$ cat config.mk
export PLATFORM = sky130hd
export DESIGN_NAME = button_debouncer_nch
export DESIGN_NICKNAME = d
export VERILOG_FILES = /design/src/rtl/button_debouncer_nch.sv
export SDC_FILE = /design/constraint.sdc
export NUM_CORES = 1
export LEC_CHECK = 0
export CORE_ASPECT_RATIO = 2
export CORE_UTILIZATION = 55
export CTS_BUF_LIST = sky130_fd_sc_hd__clkbuf_4
export DETAILED_ROUTE_END_ITERATION = 10
export GPL_TIMING_DRIVEN = 0
export PLACE_DENSITY = 0.72
export SLEW_MARGIN = 10
export SYNTH_ARGS = -nofsm -noshare
export SYNTH_HDL_FRONTEND = slang
export SYNTH_SLANG_ARGS = --single-unit
$ cat constraint.sdc
create_clock -name clk_i -period 3 [get_ports clk_i]
set_input_delay 0.6 -clock clk_i [delete_from_list [all_inputs] [get_ports clk_i]]
set_output_delay 0.6 -clock clk_i [all_outputs]
set_load 0.005 [all_outputs]
$ cat src/rtl/button_debouncer_nch.sv
// rtl/button_debouncer_nch.sv - multi-channel button debouncer with press/release/auto-repeat pulses
// Each channel: 2-FF synchronizer, stability filter, registered one-cycle event pulses.
module button_debouncer_nch #(
  parameter int CHANNELS      = 8,
  parameter int STABLE_CYCLES = 50000,
  parameter int ACTIVE_LOW    = 1,
  parameter int REPEAT_EN     = 1,
  parameter int REPEAT_DELAY  = 25000000,
  parameter int REPEAT_PERIOD = 5000000
) (
  input  logic                clk_i,
  input  logic                rst_i,
  input  logic [CHANNELS-1:0] sw_i,
  output logic [CHANNELS-1:0] sw_state_o,
  output logic [CHANNELS-1:0] sw_down_o,
  output logic [CHANNELS-1:0] sw_up_o,
  output logic [CHANNELS-1:0] sw_repeat_o
);

  localparam int CNT_W  = $clog2(STABLE_CYCLES);
  localparam int HMAX   = (REPEAT_DELAY > REPEAT_PERIOD) ? REPEAT_DELAY : REPEAT_PERIOD;
  localparam int HCNT_W = $clog2(HMAX + 1);

  localparam logic [CNT_W-1:0]    CNT_LAST    = CNT_W'(STABLE_CYCLES - 1);
  localparam logic [HCNT_W-1:0]   DELAY_LAST  = HCNT_W'(REPEAT_DELAY - 1);
  localparam logic [HCNT_W-1:0]   PERIOD_LAST = HCNT_W'(REPEAT_PERIOD - 1);
  localparam logic                IDLE_LVL    = (ACTIVE_LOW != 0);
  localparam logic [CHANNELS-1:0] IDLE_PIN    = {CHANNELS{IDLE_LVL}};

  logic [CHANNELS-1:0] sync1_q;
  logic [CHANNELS-1:0] sync2_q;
  logic [CHANNELS-1:0] s;

  // Synchronizer resets to the released pin level so no press is seen at reset release.
  always_ff @(posedge clk_i) begin
    if (!rst_i) begin
      sync1_q <= IDLE_PIN;
      sync2_q <= IDLE_PIN;
    end else begin
      sync1_q <= sw_i;
      sync2_q <= sync1_q;
    end
  end

  assign s = sync2_q ^ IDLE_PIN;

  for (genvar g = 0; g < CHANNELS; g++) begin : g_ch
    logic [CNT_W-1:0]  cnt_q, cnt_d;
    logic [HCNT_W-1:0] hcnt_q, hcnt_d;
    logic              first_done_q, first_done_d;
    logic              state_q, state_d;
    logic              down_q, down_d;
    logic              up_q, up_d;
    logic              repeat_q, repeat_d;

    always_comb begin
      cnt_d        = cnt_q;
      hcnt_d       = hcnt_q;
      first_done_d = first_done_q;
      state_d      = state_q;
      down_d       = 1'b0;
      up_d         = 1'b0;
      repeat_d     = 1'b0;

      if (s[g] == state_q) begin
        cnt_d = '0;
      end else if (cnt_q == CNT_LAST) begin
        cnt_d   = '0;
        state_d = s[g];
        down_d  = s[g];
        up_d    = ~s[g];
      end else begin
        cnt_d = cnt_q + 1'b1;
      end

      // Hold timer is held at zero whenever the accepted level is (or becomes) released,
      // and on the press-acceptance cycle, so a pending repeat never fires past release.
      if (REPEAT_EN != 0) begin
        if (!state_d || down_d) begin
          hcnt_d       = '0;
          first_done_d = 1'b0;
        end else if (hcnt_q == (first_done_q ? PERIOD_LAST : DELAY_LAST)) begin
          hcnt_d       = '0;
          first_done_d = 1'b1;
          repeat_d     = 1'b1;
        end else begin
          hcnt_d = hcnt_q + 1'b1;
        end
      end
    end

    always_ff @(posedge clk_i) begin
      if (!rst_i) begin
        cnt_q        <= '0;
        hcnt_q       <= '0;
        first_done_q <= 1'b0;
        state_q      <= 1'b0;
        down_q       <= 1'b0;
        up_q         <= 1'b0;
        repeat_q     <= 1'b0;
      end else begin
        cnt_q        <= cnt_d;
        hcnt_q       <= hcnt_d;
        first_done_q <= first_done_d;
        state_q      <= state_d;
        down_q       <= down_d;
        up_q         <= up_d;
        repeat_q     <= repeat_d;
      end
    end

    assign sw_state_o[g]  = state_q;
    assign sw_down_o[g]   = down_q;
    assign sw_up_o[g]     = up_q;
    assign sw_repeat_o[g] = repeat_q;
  end

endmodule

Word level (Yosys, flattened, before mapping). Cells that the tools add are included.

Input port bits: 10. Register bits: 384. Output and inout bits: 32. Logic and storage cells: 212.

Bitwise operators: 18. Mux-type cells: 48. Equal/unequal tests: 24. Add/subtract/negate cells: 16. Reductions and logical operators: 48.

Operators by type and width (count): $add A25 B1 Y25 const B (8); $eq A25 B25 Y1 (8); $mux W25 (8); $add A16 B1 Y16 const B (8); $eq A16 B16 Y1 const B (8); $reduce_or A3 Y1 (24); $mux W1 (40); $not A1 Y1 (17); $reduce_or A2 Y1 (8); $eq A1 B1 Y1 (8); $logic_not A1 Y1 (8); $logic_or A1 B1 Y1 (8); $not A8 Y8 (1).

Longest topological paths before layout. Gate-level depths: netlist (run 1).

Word-level depth: 6. Depth in mapped cells: 7.

Worst setup path after synthesis (run 1). Ideal clock, no wire load.

Kind: register -> register. From: register g_ch[4].cnt_q[0]. To: register g_ch[4].hcnt_q[2]. Path buffers: 2. Path slack: 902 ps. Setup time: 133 ps. Data arrival time: 1965 ps. Period minus slack after synthesis: 2098 ps. Stages on the path, launching flop included: 8. Cell sequence: dfxtp_1 ha_1 and3_1 clkbuf_1 nand4_1 o211ai_1 clkbuf_1 nor3_1.

Word-level cells in the longest chain between the ends: 6. Elaborated cells between the ends (all ways): 8. Classes of those cells: 1 x eq/ne; 4 x mux; 3 x reduce/logical.

RTL lines: start: declaration (line 48) `logic [CNT_W-1:0] cnt_q, cnt_d;`; start signal: assignment (line 102) `cnt_q <= cnt_d;`; $eq A16 B16 Y1 * (line 67) `end else if (cnt_q == CNT_LAST) begin`; $mux W1 (line 67); $mux W1 (line 65) `if (s[g] == state_q) begin`; $logic_not A1 Y1 (line 79) `if (!state_d || down_d) begin`; $logic_or A1 B1 Y1 * (line 79); $reduce_or A3 Y1 (no source line) *; end signal: assignment (line 103) `hcnt_q <= hcnt_d;`; end: declaration (line 49) `logic [HCNT_W-1:0] hcnt_q, hcnt_d;`.

Every way passes the cells marked *; elsewhere a longest branch is shown, timed or not. A chain may end at the register's enable or synchronous reset.

Worst setup path in the final report (run 1).
From: register g_ch[4].cnt_q[0]. To: register g_ch[4].hcnt_q[6].

Same word-level chain as after synthesis.

==> results of run 1 <==
[worst max-delay path: stages (launching register included)]
cell and delay [ps]:
dfxtp_1 370, ha_1 200, and3_1 150, clkbuf_1 270, nand4_1 290, o211ai_1 800
clkbuf_1 460, nor3_1 120
[metal layers]
| layer | up-vias | GRT usage | part of all wire |
|---|---|---|---|
| li1 | 7496 | - | - |
| met1 | 7131 | 0.245 | 0.39 |
| met2 | 280 | 0.484 | 0.55 |
| met3 | 74 | 0.0460 | 0.034 |
| met4 | 0 | 0.125 | 0.028 |
| met5 | - | 0 | 0 |
[what timing repair did]
| item | 4_1_cts | 5_1_grt |
|---|---|---|
| setup buffers | 2 | 2 |
| cloned | 0 | 0 |
| hold buffers | 0 | 0 |
| setup endpoints to repair | 20 | 1 |
| pin swaps | 1 | 1 |
[where the power goes]
| group | internal, W | switching (W) | total, W |
|---|---|---|---|
| sequential | 0.00511 | 0.00000912 | 0.00512 |
| clock | 0.00196 | 0.00207 | 0.00402 |
| combinational | 0.0000280 | 0.0000411 | 0.0000691 |
| total | 0.00709 | 0.00212 | 0.00921 |
[cells in the final DEF (no fill, tap or decap), types with 68 or more instances in the layout]
| cell | synthesis | layout |
|---|---|---|
| nor3_1 | 133 | 133 |
| nand4_1 | 91 | 91 |
| nor2_1 | 145 | 145 |
| a211oi_1 | 84 | 84 |
| nand2_1 | 96 | 96 |
| nand3_1 | 130 | 130 |
| xnor2_1 | 112 | 112 |
| dfxtp_1 | 384 | 384 |
| xor2_1 | 93 | 93 |
| or3_1 | 68 | 68 |
| clkbuf_4 | 0 | 120 |
[flip-flops by register name, summed over array words and instances, names as in the netlist]
name	cells
g_ch.down_q	8
g_ch.up_q	8
g_ch.first_done_q	8
g_ch.cnt_q	128
g_ch.repeat_q	8
sync2_q	8
g_ch.hcnt_q	200
g_ch.state_q	8
sync1_q	8
[cell type report]
cell class                 instances  share of cell area
tap                              423              0.0269
clock buffer                     120              0.0458
inverter                          54              0.0103
multi-input combinational       1402               0.463
antenna                            2            0.000254
timing repair buffer              45              0.0224
buffer                           115              0.0319
sequential                       384               0.391
clock inverter                    36             0.00884
[path summary, 6_finish.rpt]
| kind | endpoint | cells after the start | slack (ps) | startpoint |
|---|---|---|---|---|
| worst max-delay path | g_ch[4].hcnt_q[6] | 7 | 200 | g_ch[4].cnt_q[0] |
| worst min-delay path | sync1_q[7] | 2 | 390 | sw_i[7] |
| worst max register to register | g_ch[4].hcnt_q[6] | 7 | 200 | g_ch[4].cnt_q[0] |
| worst min register to register | sync2_q[0] | 1 | 410 | sync1_q[0] |
[cells by family after synthesis]
family	Yosys count
flip-flops	384
XOR/XNOR	205
AO/OA/AOI/OAI	228
buffers and inverters	169
AND/OR/NAND/NOR	944
multiplexers	9
adder cells (fa/ha/maj)	16
[stage by stage]
stage | TNS [ps] | instance area (um^2) | power [W] | instances
2_1_floorplan | 0 | 17600 | 0.00527 | 1955
3_3_place_gp | -5340 | 18600 | 0.00530 | 2419
3_5_place_dp | -9160 | 18600 | 0.00530 | 2419
4_1_cts | 0 | 19700 | 0.00935 | 2577
5_1_grt | 0 | 19700 | 0.00961 | 2581
6_report | 0 | 19700 | 0.00921 | 2581
==> impl_summary.txt, run 1 <==
----------------------------------------------------
[Clock tree]
  Number of levels in the clock H-tree ... 3
  Total CTS buffers ... 87
  Skew-Pair Late Insertion Delay ... slightly below 800 ps
  Clock transition at the registers of the reported paths ... 70 ps
  Cell at the root of the clock tree ... clkbuf_4
  Clock tree buffer depth ... 3
  CTS tree ... yes
  Clock Sink Count ... 384
  Post-CTS sizing ... 0

[Floorplanning]
  Die Footprint ... between 30000 and 40000 um^2
  Cell Rows ... 92
  Vertical die dimension ... 255 um
  Initial standard-cell utilization of the core ... 0.559
  Die X ... 129 um
  Placeable core area ... around 32000 um^2
  Top-level I/O count ... 42

[Logic synthesis]
  Leading cell type by number of instances after synthesis ... dfxtp_1
  FFs w/ async S/R, synth ... 0
  Cell types with the largest area share after synthesis ... dfxtp_1 (44%), xnor2_1 (5.6%), xor2_1 (4.6%)
  Yosys cell types ... 54
  Post-synthesis xor/xnor area fraction ... 0.102
  Compound-Gate Fraction of Synth Area ... 0.0943
  Yosys warnings ... 0
  Top cells by instance count after synthesis ... dfxtp_1 (384), nor2_1 (145), nor3_1 (133)
  Largest family of logic cells by synthesized area ... simple AND/OR/NAND/NOR gates
  Share of the yosys chip area belonging to registers ... 0.436
  Simple-gate share of the synthesized area ... 0.304
  Mux contribution to synthesized area ... 0.00511
  Largest area contributor in the netlist ... dfxtp_1
  Post-synthesis cell count ... between 1500 and 2000
  Area share of the leading cell type in the synthesized netlist ... 0.436
  Synthesized netlist net count ... between 1500 and 2000
  Syn Std Cell Area ... about 18000 um^2
  Share of synthesized cell area in full adder, half adder and majority cells ... 0.0114
  Post-synthesis register bit count ... 384
  Number of synthesized flops with an enable pin ... 0
  Average instance area after synthesis ... between 9 and 10 um^2
  Leading register cell type out of synthesis ... dfxtp_1

[STA]
  Post-layout min period ... about 2800 ps
  Worst hold margin ... a little under 400 ps
  Max-slew headroom at the worst pin ... 0.320
  Unrepaired setup endpoints after global routing ... no
  Max Slew Vio Count ... 0
  Worst slew pin tran ... 1010 ps
  Setup slack after layout ... about 200 ps
  Fmax ... 357 MHz
  Final-report hold violation count ... 0
  Crit share post-route ... 0.934
  Count of endpoints failing setup in the final report ... 0
  Worst-case clock skew ... roughly 40 ps

[Final layout]
  Final standard cell utilization of the core ... 0.624
  Share of final-layout standard cells stronger than drive strength 1 ... 0.101
  Sequential Area ... slightly below 8000 um^2
  Total area of multi-input combinational cells ... 9110 um^2
  Net total in the final layout ... about 2100
  Area growth, synth to finish ... 11.6%
  Count of fill cells added during filler insertion ... ~2900

[Worst setup path]
  Critical Path Start Type ... register
  Critical path required time ... between 3000 and 4000 ps
  Sort of element at the end of the critical path ... register
  Peak fanout along the critical path ... 10
  Kind of critical path ... register to register
  WP data arrival ... ~3400 ps

[Worst hold path]
  Min-delay worst type ... input pin to register

[Detailed routing]
  Final wirelength ... 39300 um
  Vias per cell ... 5.80
  DR WL/cell ... 15.2 um
  DRC ... 0
  Total number of vias ... 15000
  Remaining antenna violation count ... 0
  Initial DRC count ... approximately 570
  First-pass DRT Iterations ... 5

[Placement]
  Buffers added on ports ... between 40 and 50
  Place WS ... -345 ps
  Post-DP HPWL ... approximately 28000 um
  Last weighted congestion value of the routability-driven placer ... about 0.9

[GRT]
  Initial antenna violation count ... 2
  Number of global-route vias before repair ... ~15000
  GR Util All Layers ... 0.248
  Wire length of the first global-routing pass ... just under 70000 um
  Final global-route overflow total ... 0
  Largest net degree at the start of global routing ... 12

[Run status]
  Outcome ... finished, final reports clean

[Power and ir drop]
  Worst VDD drop ... roughly 0.00032 V
  Cell leakage power ... between 5 and 6 nW
  Total power density per cell area ... between 400 and 500 nW/um^2

[Flow run]
  Max-capacitance violation count ... 0

----------------------------------------------------
Power figures use the tool's default switching activity.
==> run 2, diff against run 1 <==
--- a/config.mk
+++ b/config.mk
@@ -9,7 +9,7 @@
 export CORE_UTILIZATION = 55
 export CTS_BUF_LIST = sky130_fd_sc_hd__clkbuf_4
 export DETAILED_ROUTE_END_ITERATION = 10
-export GPL_TIMING_DRIVEN = 0
+export GPL_TIMING_DRIVEN = 1
 export PLACE_DENSITY = 0.72
 export SLEW_MARGIN = 10
 export SYNTH_ARGS = -nofsm -noshare
==> run 2 against run 1 <==
  * Final cell count fell by 3.4%
  * Core utilization is 1.1 points lower
  * Setup slack better by 390 ps
  * Maximum frequency increased by 16%
  * Register-to-register slack better by 430 ps
  * Count of clock-buffer cells in the layout is 1 lower
  * First-iteration DRC count shrank 27%
  * Global-route usage fell by 1.8 points
  * Sequential share of layout area up 0.71 points
  * Routed wire length down 6.5%
  * Clock skew down 10 ps
==> impl_summary.txt, run 2 (synthesis gave the netlist of run 1 again) <==
----------------------------------------------------
[Worst setup path]
  Buffers and inverters on the worst path ... 1 (-1)
  Critical path required time ... 2400 ps (-1220 ps)
  Chain of cells forming the critical path ... clkdlybuf4s50_1
  Dominant delay contributor by cell family on the critical path ... buffers and inverters
  Peak fanout along the critical path ... 6 (-4)
  Crit-path max cell delay ... 570 ps (-230 ps)
  Kind of critical path ... register to output port
  Sort of element at the end of the critical path ... output port
  Critical Path Start Type ... register
  Slowest cell on the critical path ... clkdlybuf4s50_1
  WP data arrival ... 1810 ps (-1620 ps)

[GRT]
  Routing usage on met1 ... 0.224 (-0.0209)
  GR Util All Layers ... 0.230 (-0.0179)
  Number of global-route vias before repair ... 14500 (-3.5%)
  Final global-route overflow total ... 0 (unchanged)
  M2 GR Usage ... 0.454 (-0.0297)
  Grt peak-use layer ... met2
  Met3 Resource Use GR ... 0.0412 (-0.00481)
  Initial antenna violation count ... 1 (-1)
  Wire length of the first global-routing pass ... 63200 um (-6.3%)
  Largest net degree at the start of global routing ... 31 (+19)

[Power and ir drop]
  Worst VDD drop ... 0.000377 V (+17%)
  Cell leakage power ... 5.70 nW (-3.5%)
  Net switching share of the total power ... 0.222 (-0.00799)
  Clk network pwr share ... 0.458 (+0.021)
  Total power density per cell area ... 494 nW/um^2 (+5.6%)
  Internal power of the cells ... 0.00743 W (+4.8%)
  Combinational Power Share ... 0.007 (about the same)
  Fraction of power consumed by sequential logic ... 0.536 (-0.020)
  Switching power total ... 0.00212 W (+0.13%)

[Worst hold path]
  Min-delay worst type ... input pin to register

[Detailed routing]
  DR WL/cell ... 14.8 um (-3.1%)
  Remaining antenna violation count ... 0 (unchanged)
  Final wirelength ... 36800 um (-6.5%)
  Vias per cell ... 5.87 (+1.1%)
  Total number of vias ... 14600 (-2.4%)
  First-pass DRT Iterations ... 5 (unchanged)
  DRC ... 0 (unchanged)
  Initial DRC count ... 418 (-27%)

[Clock tree]
  Clock tree buffer depth ... 3 (unchanged)
  CTS tree ... yes
  Post-CTS sizing ... 0 (unchanged)
  Cell at the root of the clock tree ... clkbuf_4
  Clock Sink Count ... 384 (unchanged)
  Number of levels in the clock H-tree ... 3 (unchanged)
  Clock transition at the registers of the reported paths ... 70 ps (about the same)
  Post-CTS Setup Repair Bufs ... 0 (-2)
  Hold buffer count at cts ... 0 (unchanged)
  Total CTS buffers ... 89 (+2.3%)
  Skew-Pair Late Insertion Delay ... 770 ps (about the same)

[Placement]
  Buffers added on ports ... 41 (unchanged)
  Place WS ... 642 ps (+987 ps)
  Post-DP HPWL ... 25600 um (-9.2%)
  Last weighted congestion value of the routability-driven placer ... 0.834 (-7.6%)

[STA]
  Max-slew headroom at the worst pin ... 0.441 (+0.121)
  Worst slew pin tran ... 830 ps (-183 ps)
  Setup slack after layout ... 587 ps (+391 ps)
  Fmax ... 414 MHz (+16%)
  Max Slew Vio Count ... 0 (unchanged)
  Summed negative setup slack over all endpoints ... 0 ps (unchanged)
  Worst-case clock skew ... 29.5 ps (-10.3 ps)
  Post-layout min period ... 2410 ps (-391 ps)
  Final-report hold violation count ... 0 (unchanged)
  Crit share post-route ... 0.804 (-0.130)
  Unrepaired setup endpoints after global routing ... no
  Count of endpoints failing setup in the final report ... 0 (unchanged)

[Final layout]
  Share of final-layout standard cells stronger than drive strength 1 ... 0.0871 (-0.0136)
  Net total in the final layout ... 2021 (-4.4%)
  Largest reg by FF count ... g_ch.hcnt_q
  Count of fill cells added during filler insertion ... 2832 (-1.2%)
  Leading cell type in the layout, fill and taps excluded ... dfxtp_1
  Largest regs ... g_ch.hcnt_q x200, g_ch.cnt_q x128
  Area growth, synth to finish ... 9.64%
  Number of flip-flops under the largest register name ... 200 (unchanged)
  Most frequent cells in the layout ... dfxtp_1 (384), nor2_1 (145), nor3_1 (133), nand3_1 (130), clkbuf_4 (119)

[Floorplanning]
  Top-level I/O count ... 42 (unchanged)
  Vertical die dimension ... 255 um (unchanged)
  Die Footprint ... 32800 um^2 (unchanged)
  Placeable core area ... 31500 um^2 (unchanged)
  Cell Rows ... 92 (unchanged)
  Die X ... 129 um (unchanged)
  Initial standard-cell utilization of the core ... 0.559 (unchanged)

[Flow run]
  Max-capacitance violation count ... 0 (unchanged)

[Run status]
  Outcome ... finished, final reports clean

----------------------------------------------------
-- run 2: path summary, 6_finish.rpt --
check	start	to	slack, ps	cells after the start
max	g_ch[0].state_q	sw_state_o[0]	590	1
max reg2reg	g_ch[4].hcnt_q[6]	g_ch[4].hcnt_q[22]	630	5
min	rst_i	sync2_q[2]	210	2
min reg2reg	sync1_q[5]	sync2_q[5]	410	1
-- run 2: final cells by class --
cell class,instances,area [um^2],area share
well taps,423,529,0.0274
inverters,54,203,0.0105
clock inverters,44,304,0.0157
repair buffers,64,591,0.0306
diodes,2,5.00,0.000259
flip-flops and latches,384,7690,0.398
multi-input cells,1402,9110,0.472
clock buffers,119,893,0.0462
-- run 2: power groups by stage --
stage          combinational, W  clock, W  sequential [W]
2_1_floorplan         0.0000405         0         0.00523
3_3_place_gp          0.0000617         0         0.00523
3_5_place_dp          0.0000636         0         0.00524
4_1_cts               0.0000638   0.00453         0.00512
5_1_grt               0.0000702   0.00476         0.00512
6_report              0.0000626   0.00437         0.00512
-- run 2: routing by layer --
metal / share of wire / up-vias
met3: 0.032 / 94
met4: 0.029 / 0
met1: 0.39 / 6969
li1: - / 7334
met2: 0.55 / 230
met5: 0 / -
-- run 2: metrics by stage --
| step | instances | utilization | hold WS, ps | area [um^2] | power (W) |
|---|---|---|---|---|---|
| 2_1_floorplan | 1955 | - | 386 | 17600 | 0.00527 |
| 3_3_place_gp | 2327 | 0.575 | 387 | 18100 | 0.00530 |
| 3_5_place_dp | 2327 | 0.575 | 397 | 18100 | 0.00530 |
| 4_1_cts | 2490 | 0.613 | 155 | 19300 | 0.00970 |
| 5_1_grt | 2491 | 0.613 | 192 | 19300 | 0.00994 |
| 6_report | 2492 | 0.613 | 209 | 19300 | 0.00955 |
